--- src/rtl/stopwatch_pkg.sv ---
// ---------------------------------------------------------------------------
// stopwatch_pkg
// Shared types and constants for the stopwatch timekeeping core.
//   bcd_t          : one BCD digit (4 bits, legal range 0..9)
//   BCD_ZERO/NINE  : digit limits used by the two-digit counters
//   *_MAX_DEF      : default field limits (minutes 0..99, seconds 0..59)
//   run_state_t    : run/pause state encoding (RUN = 1 so the flop is the flag)
//   bcd2_next()    : next value of a two-digit BCD field with wrap at max
// ---------------------------------------------------------------------------
package stopwatch_pkg;

    typedef logic [3:0] bcd_t;

    localparam bcd_t BCD_ZERO = 4'd0;
    localparam bcd_t BCD_NINE = 4'd9;

    localparam int SEC_MAX_DEF = 59;
    localparam int MIN_MAX_DEF = 99;

    typedef enum logic {
        ST_PAUSED = 1'b0,
        ST_RUN    = 1'b1
    } run_state_t;

    // Increment a two-digit BCD value {tens, ones}; the full two-digit value
    // is compared against the limit so that e.g. 59 wraps but 09 or 50 do not.
    function automatic logic [7:0] bcd2_next(
        input bcd_t tens,
        input bcd_t ones,
        input bcd_t max_tens,
        input bcd_t max_ones
    );
        logic [7:0] nxt;
        if ((tens == max_tens) && (ones == max_ones)) begin
            nxt = {BCD_ZERO, BCD_ZERO};
        end else if (ones >= BCD_NINE) begin
            nxt = {tens + 4'd1, BCD_ZERO};
        end else begin
            nxt = {tens, ones + 4'd1};
        end
        return nxt;
    endfunction

endpackage

--- src/rtl/bcd2_counter.sv ---
// ---------------------------------------------------------------------------
// bcd2_counter
// Two-digit BCD up-counter that wraps to 00 after MAX.
//   clk, rst_n  : clock, asynchronous active-low reset (clears to 00)
//   inc         : single-cycle increment enable
//   carry_en    : allows the wrap strobe out (used to block carry in adjust)
//   tens, ones  : registered BCD digits
//   wrap        : combinational strobe, inc while the field sits at MAX
// ---------------------------------------------------------------------------
module bcd2_counter
    import stopwatch_pkg::*;
#(
    parameter int MAX = SEC_MAX_DEF
) (
    input  logic clk,
    input  logic rst_n,
    input  logic inc,
    input  logic carry_en,
    output bcd_t tens,
    output bcd_t ones,
    output logic wrap
);

    localparam bcd_t MAX_TENS = bcd_t'(MAX / 10);
    localparam bcd_t MAX_ONES = bcd_t'(MAX % 10);

    bcd_t tens_r;
    bcd_t ones_r;
    bcd_t tens_nxt_s;
    bcd_t ones_nxt_s;
    logic at_max_s;

    // Detect the field sitting at its limit (full two-digit compare).
    always_comb begin
        at_max_s = 1'b0;
        if ((tens_r == MAX_TENS) && (ones_r == MAX_ONES)) begin
            at_max_s = 1'b1;
        end else begin
            at_max_s = 1'b0;
        end
    end

    // Next digit values and the outgoing wrap strobe.
    always_comb begin
        tens_nxt_s = tens_r;
        ones_nxt_s = ones_r;
        wrap       = 1'b0;
        if (inc) begin
            {tens_nxt_s, ones_nxt_s} = bcd2_next(tens_r, ones_r, MAX_TENS, MAX_ONES);
            wrap = at_max_s & carry_en;
        end else begin
            tens_nxt_s = tens_r;
            ones_nxt_s = ones_r;
            wrap       = 1'b0;
        end
    end

    // Digit registers.
    always_ff @(posedge clk or negedge rst_n) begin
        if (!rst_n) begin
            tens_r <= BCD_ZERO;
            ones_r <= BCD_ZERO;
        end else begin
            tens_r <= tens_nxt_s;
            ones_r <= ones_nxt_s;
        end
    end

    assign tens = tens_r;
    assign ones = ones_r;

endmodule

--- src/rtl/stopwatch_counter.sv ---
// ---------------------------------------------------------------------------
// stopwatch_counter
// BCD MM:SS timekeeping core feeding the 4-digit seven-segment driver.
//   clk, rst_n         : clock, asynchronous active-low reset
//   tick_1hz, tick_2hz : single-cycle enables from the clock divider
//   pause              : debounced level, toggles run/pause on its rising edge
//   adjust, select     : adjust mode and field select (0 = min, 1 = sec)
//   digit0..digit3     : min tens, min ones, sec tens, sec ones (BCD)
//   running            : 1 while in RUN
//   adjust_o, select_o : registered copies of adjust/select for blinking
// Run mode counts seconds on tick_1hz with carry into minutes (99:59 -> 00:00).
// Adjust mode bumps only the selected field on tick_2hz, no carry.
// ---------------------------------------------------------------------------
module stopwatch_counter
    import stopwatch_pkg::*;
#(
    parameter int MIN_MAX = MIN_MAX_DEF,
    parameter int SEC_MAX = SEC_MAX_DEF
) (
    input  logic       clk,
    input  logic       rst_n,
    input  logic       tick_1hz,
    input  logic       tick_2hz,
    input  logic       pause,
    input  logic       adjust,
    input  logic       select,
    output logic [3:0] digit0,
    output logic [3:0] digit1,
    output logic [3:0] digit2,
    output logic [3:0] digit3,
    output logic       running,
    output logic       adjust_o,
    output logic       select_o
);

    run_state_t state_r;
    run_state_t state_nxt_s;
    logic       pause_q_r;
    logic       pause_rise_s;
    logic       adjust_r;
    logic       select_r;
    logic       running_s;

    logic       sec_inc_s;
    logic       sec_carry_en_s;
    logic       sec_wrap_s;
    logic       min_inc_s;
    logic       min_wrap_unused_s;

    bcd_t       sec_tens_s;
    bcd_t       sec_ones_s;
    bcd_t       min_tens_s;
    bcd_t       min_ones_s;

    // Pause edge-detect history and the mode copies for the display.
    always_ff @(posedge clk or negedge rst_n) begin
        if (!rst_n) begin
            pause_q_r <= 1'b0;
            adjust_r  <= 1'b0;
            select_r  <= 1'b0;
        end else begin
            pause_q_r <= pause;
            adjust_r  <= adjust;
            select_r  <= select;
        end
    end

    assign pause_rise_s = pause & ~pause_q_r;

    // Run/pause state register.
    always_ff @(posedge clk or negedge rst_n) begin
        if (!rst_n) begin
            state_r <= ST_RUN;
        end else begin
            state_r <= state_nxt_s;
        end
    end

    // Run/pause next state: every pause rising edge toggles, in any mode.
    always_comb begin
        state_nxt_s = state_r;
        case (state_r)
            ST_RUN: begin
                if (pause_rise_s) begin
                    state_nxt_s = ST_PAUSED;
                end else begin
                    state_nxt_s = ST_RUN;
                end
            end
            ST_PAUSED: begin
                if (pause_rise_s) begin
                    state_nxt_s = ST_RUN;
                end else begin
                    state_nxt_s = ST_PAUSED;
                end
            end
            default: begin
                state_nxt_s = ST_RUN;
            end
        endcase
    end

    // Run/pause outputs: RUN is encoded as 1, so this is a flop bit.
    always_comb begin
        running_s = 1'b0;
        case (state_r)
            ST_RUN:    running_s = 1'b1;
            ST_PAUSED: running_s = 1'b0;
            default:   running_s = 1'b0;
        endcase
    end

    // Field increment steering. Ticks are judged against the current
    // (pre-toggle) run state and the adjust level sampled at this edge.
    always_comb begin
        sec_inc_s      = 1'b0;
        min_inc_s      = 1'b0;
        sec_carry_en_s = 1'b0;
        if (adjust) begin
            sec_inc_s      = tick_2hz & select;
            min_inc_s      = tick_2hz & ~select;
            sec_carry_en_s = 1'b0;
        end else begin
            sec_inc_s      = tick_1hz & running_s;
            min_inc_s      = sec_wrap_s;
            sec_carry_en_s = 1'b1;
        end
    end

    bcd2_counter #(
        .MAX (SEC_MAX)
    ) u_sec (
        .clk      (clk),
        .rst_n    (rst_n),
        .inc      (sec_inc_s),
        .carry_en (sec_carry_en_s),
        .tens     (sec_tens_s),
        .ones     (sec_ones_s),
        .wrap     (sec_wrap_s)
    );

    // Minutes wrap has no consumer: 99:59 simply rolls to 00:00.
    bcd2_counter #(
        .MAX (MIN_MAX)
    ) u_min (
        .clk      (clk),
        .rst_n    (rst_n),
        .inc      (min_inc_s),
        .carry_en (1'b1),
        .tens     (min_tens_s),
        .ones     (min_ones_s),
        .wrap     (min_wrap_unused_s)
    );

    assign digit0   = min_tens_s;
    assign digit1   = min_ones_s;
    assign digit2   = sec_tens_s;
    assign digit3   = sec_ones_s;
    assign running  = running_s;
    assign adjust_o = adjust_r;
    assign select_o = select_r;

endmodule

--- config.mk ---
export PLATFORM = sky130hd
export DESIGN_NAME = stopwatch_counter
export DESIGN_NICKNAME = d
export VERILOG_FILES = /design/src/rtl/stopwatch_pkg.sv /design/src/rtl/bcd2_counter.sv /design/src/rtl/stopwatch_counter.sv
export SDC_FILE = /design/constraint.sdc
export NUM_CORES = 1
export LEC_CHECK = 0
export ABC_AREA = 1
export CAP_MARGIN = 10
export CORE_ASPECT_RATIO = 0.9
export CORE_UTILIZATION = 30
export DETAILED_ROUTE_END_ITERATION = 10
export GPL_ROUTABILITY_DRIVEN = 0
export PLACE_DENSITY_LB_ADDON = 0.3
export SETUP_SLACK_MARGIN = 0.15
export SYNTH_ARGS = -nofsm -noshare
export SYNTH_HDL_FRONTEND = slang
export SYNTH_HIERARCHICAL = 1
export SYNTH_SLANG_ARGS = --single-unit
--- constraint.sdc ---
create_clock -name clk -period 4.18 [get_ports clk]
set_input_delay 0.836 -clock clk [delete_from_list [all_inputs] [get_ports clk]]
set_output_delay 0.836 -clock clk [all_outputs]
set_load 0.005 [all_outputs]
==> impl_metrics.csv <==
group,metric,value,unit
setup_path,max_stage_delay,0.49,ns
setup_path,path_cells,"clkdlybuf4s50_1 > inv_1 > nand3_1 > nand2_1 > nand2_1 > nor2_1 > nand2_1 > o21ai_2 > nand3_4 > inv_2 > nand3_1 > nand2_1",
global_route,grt_first_pass_wirelength,4000,um
timing,finClkSkew,0.00145,ns
global_route,grt_antenna_before_repair,0,
route,firstDrtPassIters,4,
pwr,p_leak,0.727,nW
finish,diodes,0,
place,io_buffer_count,25,
min_path,hp-class,"reg2reg",
route,postRouteWirelength,2410,um
timing,worst_slew_pin_slew,0.938,ns
route,vias_per_cell,4.63,
timing,slew_headroom,37.3,%
pwr,total_power,870,uW
clock_tree,cts_setup_buffers,0,
job,cap_violations,0,
floorplan,die_x,67.0,um
timing,hold_viol,0,
clock_tree,numCtsBuffers,3,
finish,syn_to_final_growth,32.1,%
global_route,first_global_vias,940,
route,drtIter0Drc,35,
finish,final_nets,183,
timing,post-route-period-util,57.4,%
setup_path,worstPathMaxFanout,9,
clock_tree,clkTransAtPathRegs,0.08,ns
setup_path,slowest_stage,"clkdlybuf4s50_1",
setup_path,critPathRequiredTime,4.38,ns
route,vias,968,
timing,max_freq,0.416,GHz
global_route,track_usage,13.3,%
clock_tree,clk_latency,0.26,ns
setup_path,cp.arrival,2.60,ns
clock_tree,cts.sinks,20,
finish,nFillCells,355,
finish,postLayoutCellArea,1510,sq um
setup_path,endpoint_kind,"flop",
outcome,status,"complete, no violations",
synth,syn_nets,155,
global_route,overflow,0,
floorplan,core.rowCount,20,
timing,period_needed,2.40,ns
clock_tree,root_buffer,"clkbuf_8",
route,drt-wirelength-per-cell,11.5,um
setup_path,start_kind,"input port",
floorplan,fp.dieH,60.5,um
synth,ys_warn_count,6,
route,postRouteAntennaNets,0,
finish,drive_gt1_share,7.88,%
timing,setup_viol,0,
floorplan,die_area,4060,sq um
synth,avgSynthCellArea,8.28,sq um
setup_path,crit_type,"in2reg",
synth,synth_cells,138,
floorplan,pin_count,26,
clock_tree,htree_levels,1,
timing,tns,0,ns
clock_tree,cts_resized,0,
timing,grt_setup_unrepaired,"false",
route,drc,0,
timing,slew_violations,0,
floorplan,coreArea,3500,sq um
synth,syn-cell-area,1140,sq um
setup_path,cp_common_cell,"nand2_1",
pwr,ir_drop,214,uV
clock_tree,clockBufferDepth,2,
global_route,grt_start_max_net_pins,21,
place,dpl.hpwl,1860,um
clock_tree,cts_tree,"done",
place,dpl_cell_area,1440,sq um
floorplan,start_util,32.6,%
clock_tree,ctsHoldBuffers,0,
pwr,power_density,576,nW/um^2
[final timing paths]
path	from	slack (ns)	cells after the start	end
worst max register to register	u_sec/ones[1]$_DFFE_PN0P_	2.29	11	u_min/tens[2]$_DFFE_PN0P_
min in group asynchronous	rst_n	1.10	1	u_sec/tens[2]$_DFFE_PN0P_
worst min register to register	state_r$_DFF_PN1_	0.49	2	state_r$_DFF_PN1_
worst min-delay path	state_r$_DFF_PN1_	0.49	2	state_r$_DFF_PN1_
worst max-delay path	adjust	1.78	12	u_min/tens[2]$_DFFE_PN0P_
max in group asynchronous	rst_n	2.51	1	u_sec/ones[2]$_DFFE_PN0P_
[state kept, by name, indices dropped and copies added, names as in the netlist]
signal,cells
u_min/ones,4
u_sec/ones,4
u_sec/tens,4
adjust_o,1
pause_q_r,1
state_r,1
u_min/tens,4
select_o,1
[layer usage]
layer / GRT usage [%] / vias to the layer above / part of all wire [%]
met5: 0 / - / 0
met1: 16.2 / 459 / 47
met4: 6.38 / 0 / 0.79
met3: 1.13 / 2 / 2.5
met2: 23.9 / 17 / 49
li1: - / 490 / -
[cells in the final DEF (no fill, tap or decap), types with 3 or more instances in the layout]
master / n
o21ai_0: 6
inv_1: 19
clkdlybuf4s50_1: 25
nor2_1: 8
nand2_1: 36
nand3b_1: 4
dfrtp_1: 19
ha_1: 10
clkbuf_8: 3
nand3_1: 19
[final cells by class]
type | count | area [sq um] | area share [%]
well taps | 44 | 55.1 | 3.65
repair buffers | 25 | 250 | 16.6
multi-input cells | 96 | 556 | 36.8
flip-flops and latches | 20 | 502 | 33.3
clock buffers | 3 | 41.3 | 2.74
clock inverters | 1 | 30.0 | 1.99
inverters | 20 | 75.1 | 4.98
[per-stage QoR]
| stage | utilization [%] | worst slack [ns] | hold slack, ns | std cells |
|---|---|---|---|---|
| 6_report | 43.1 | 1.78 | 0.491 | 209 |
| 5_1_grt | 43.1 | 1.55 | 0.540 | 209 |
| 4_1_cts | 43.1 | 1.80 | 0.497 | 209 |
| 3_3_place_gp | 41.0 | 1.59 | 0.467 | 205 |
| 3_5_place_dp | 41.0 | 1.53 | 0.482 | 205 |
| 2_1_floorplan | - | 2.20 | 0.458 | 138 |
[power breakdown]
group          total (mW)  switching, mW  internal, mW
clock               0.195         0.0668         0.128
sequential          0.335         0.0817         0.253
combinational       0.340          0.157         0.183
[worst max-delay path, delay by kind of cell]
family                 cells  cell delay, ns
and+or+nand+nor            8            0.88
buffers and inverters      3            0.73
AOI/OAI and AO/OA          1            0.15
Power figures use the tool's default switching activity.
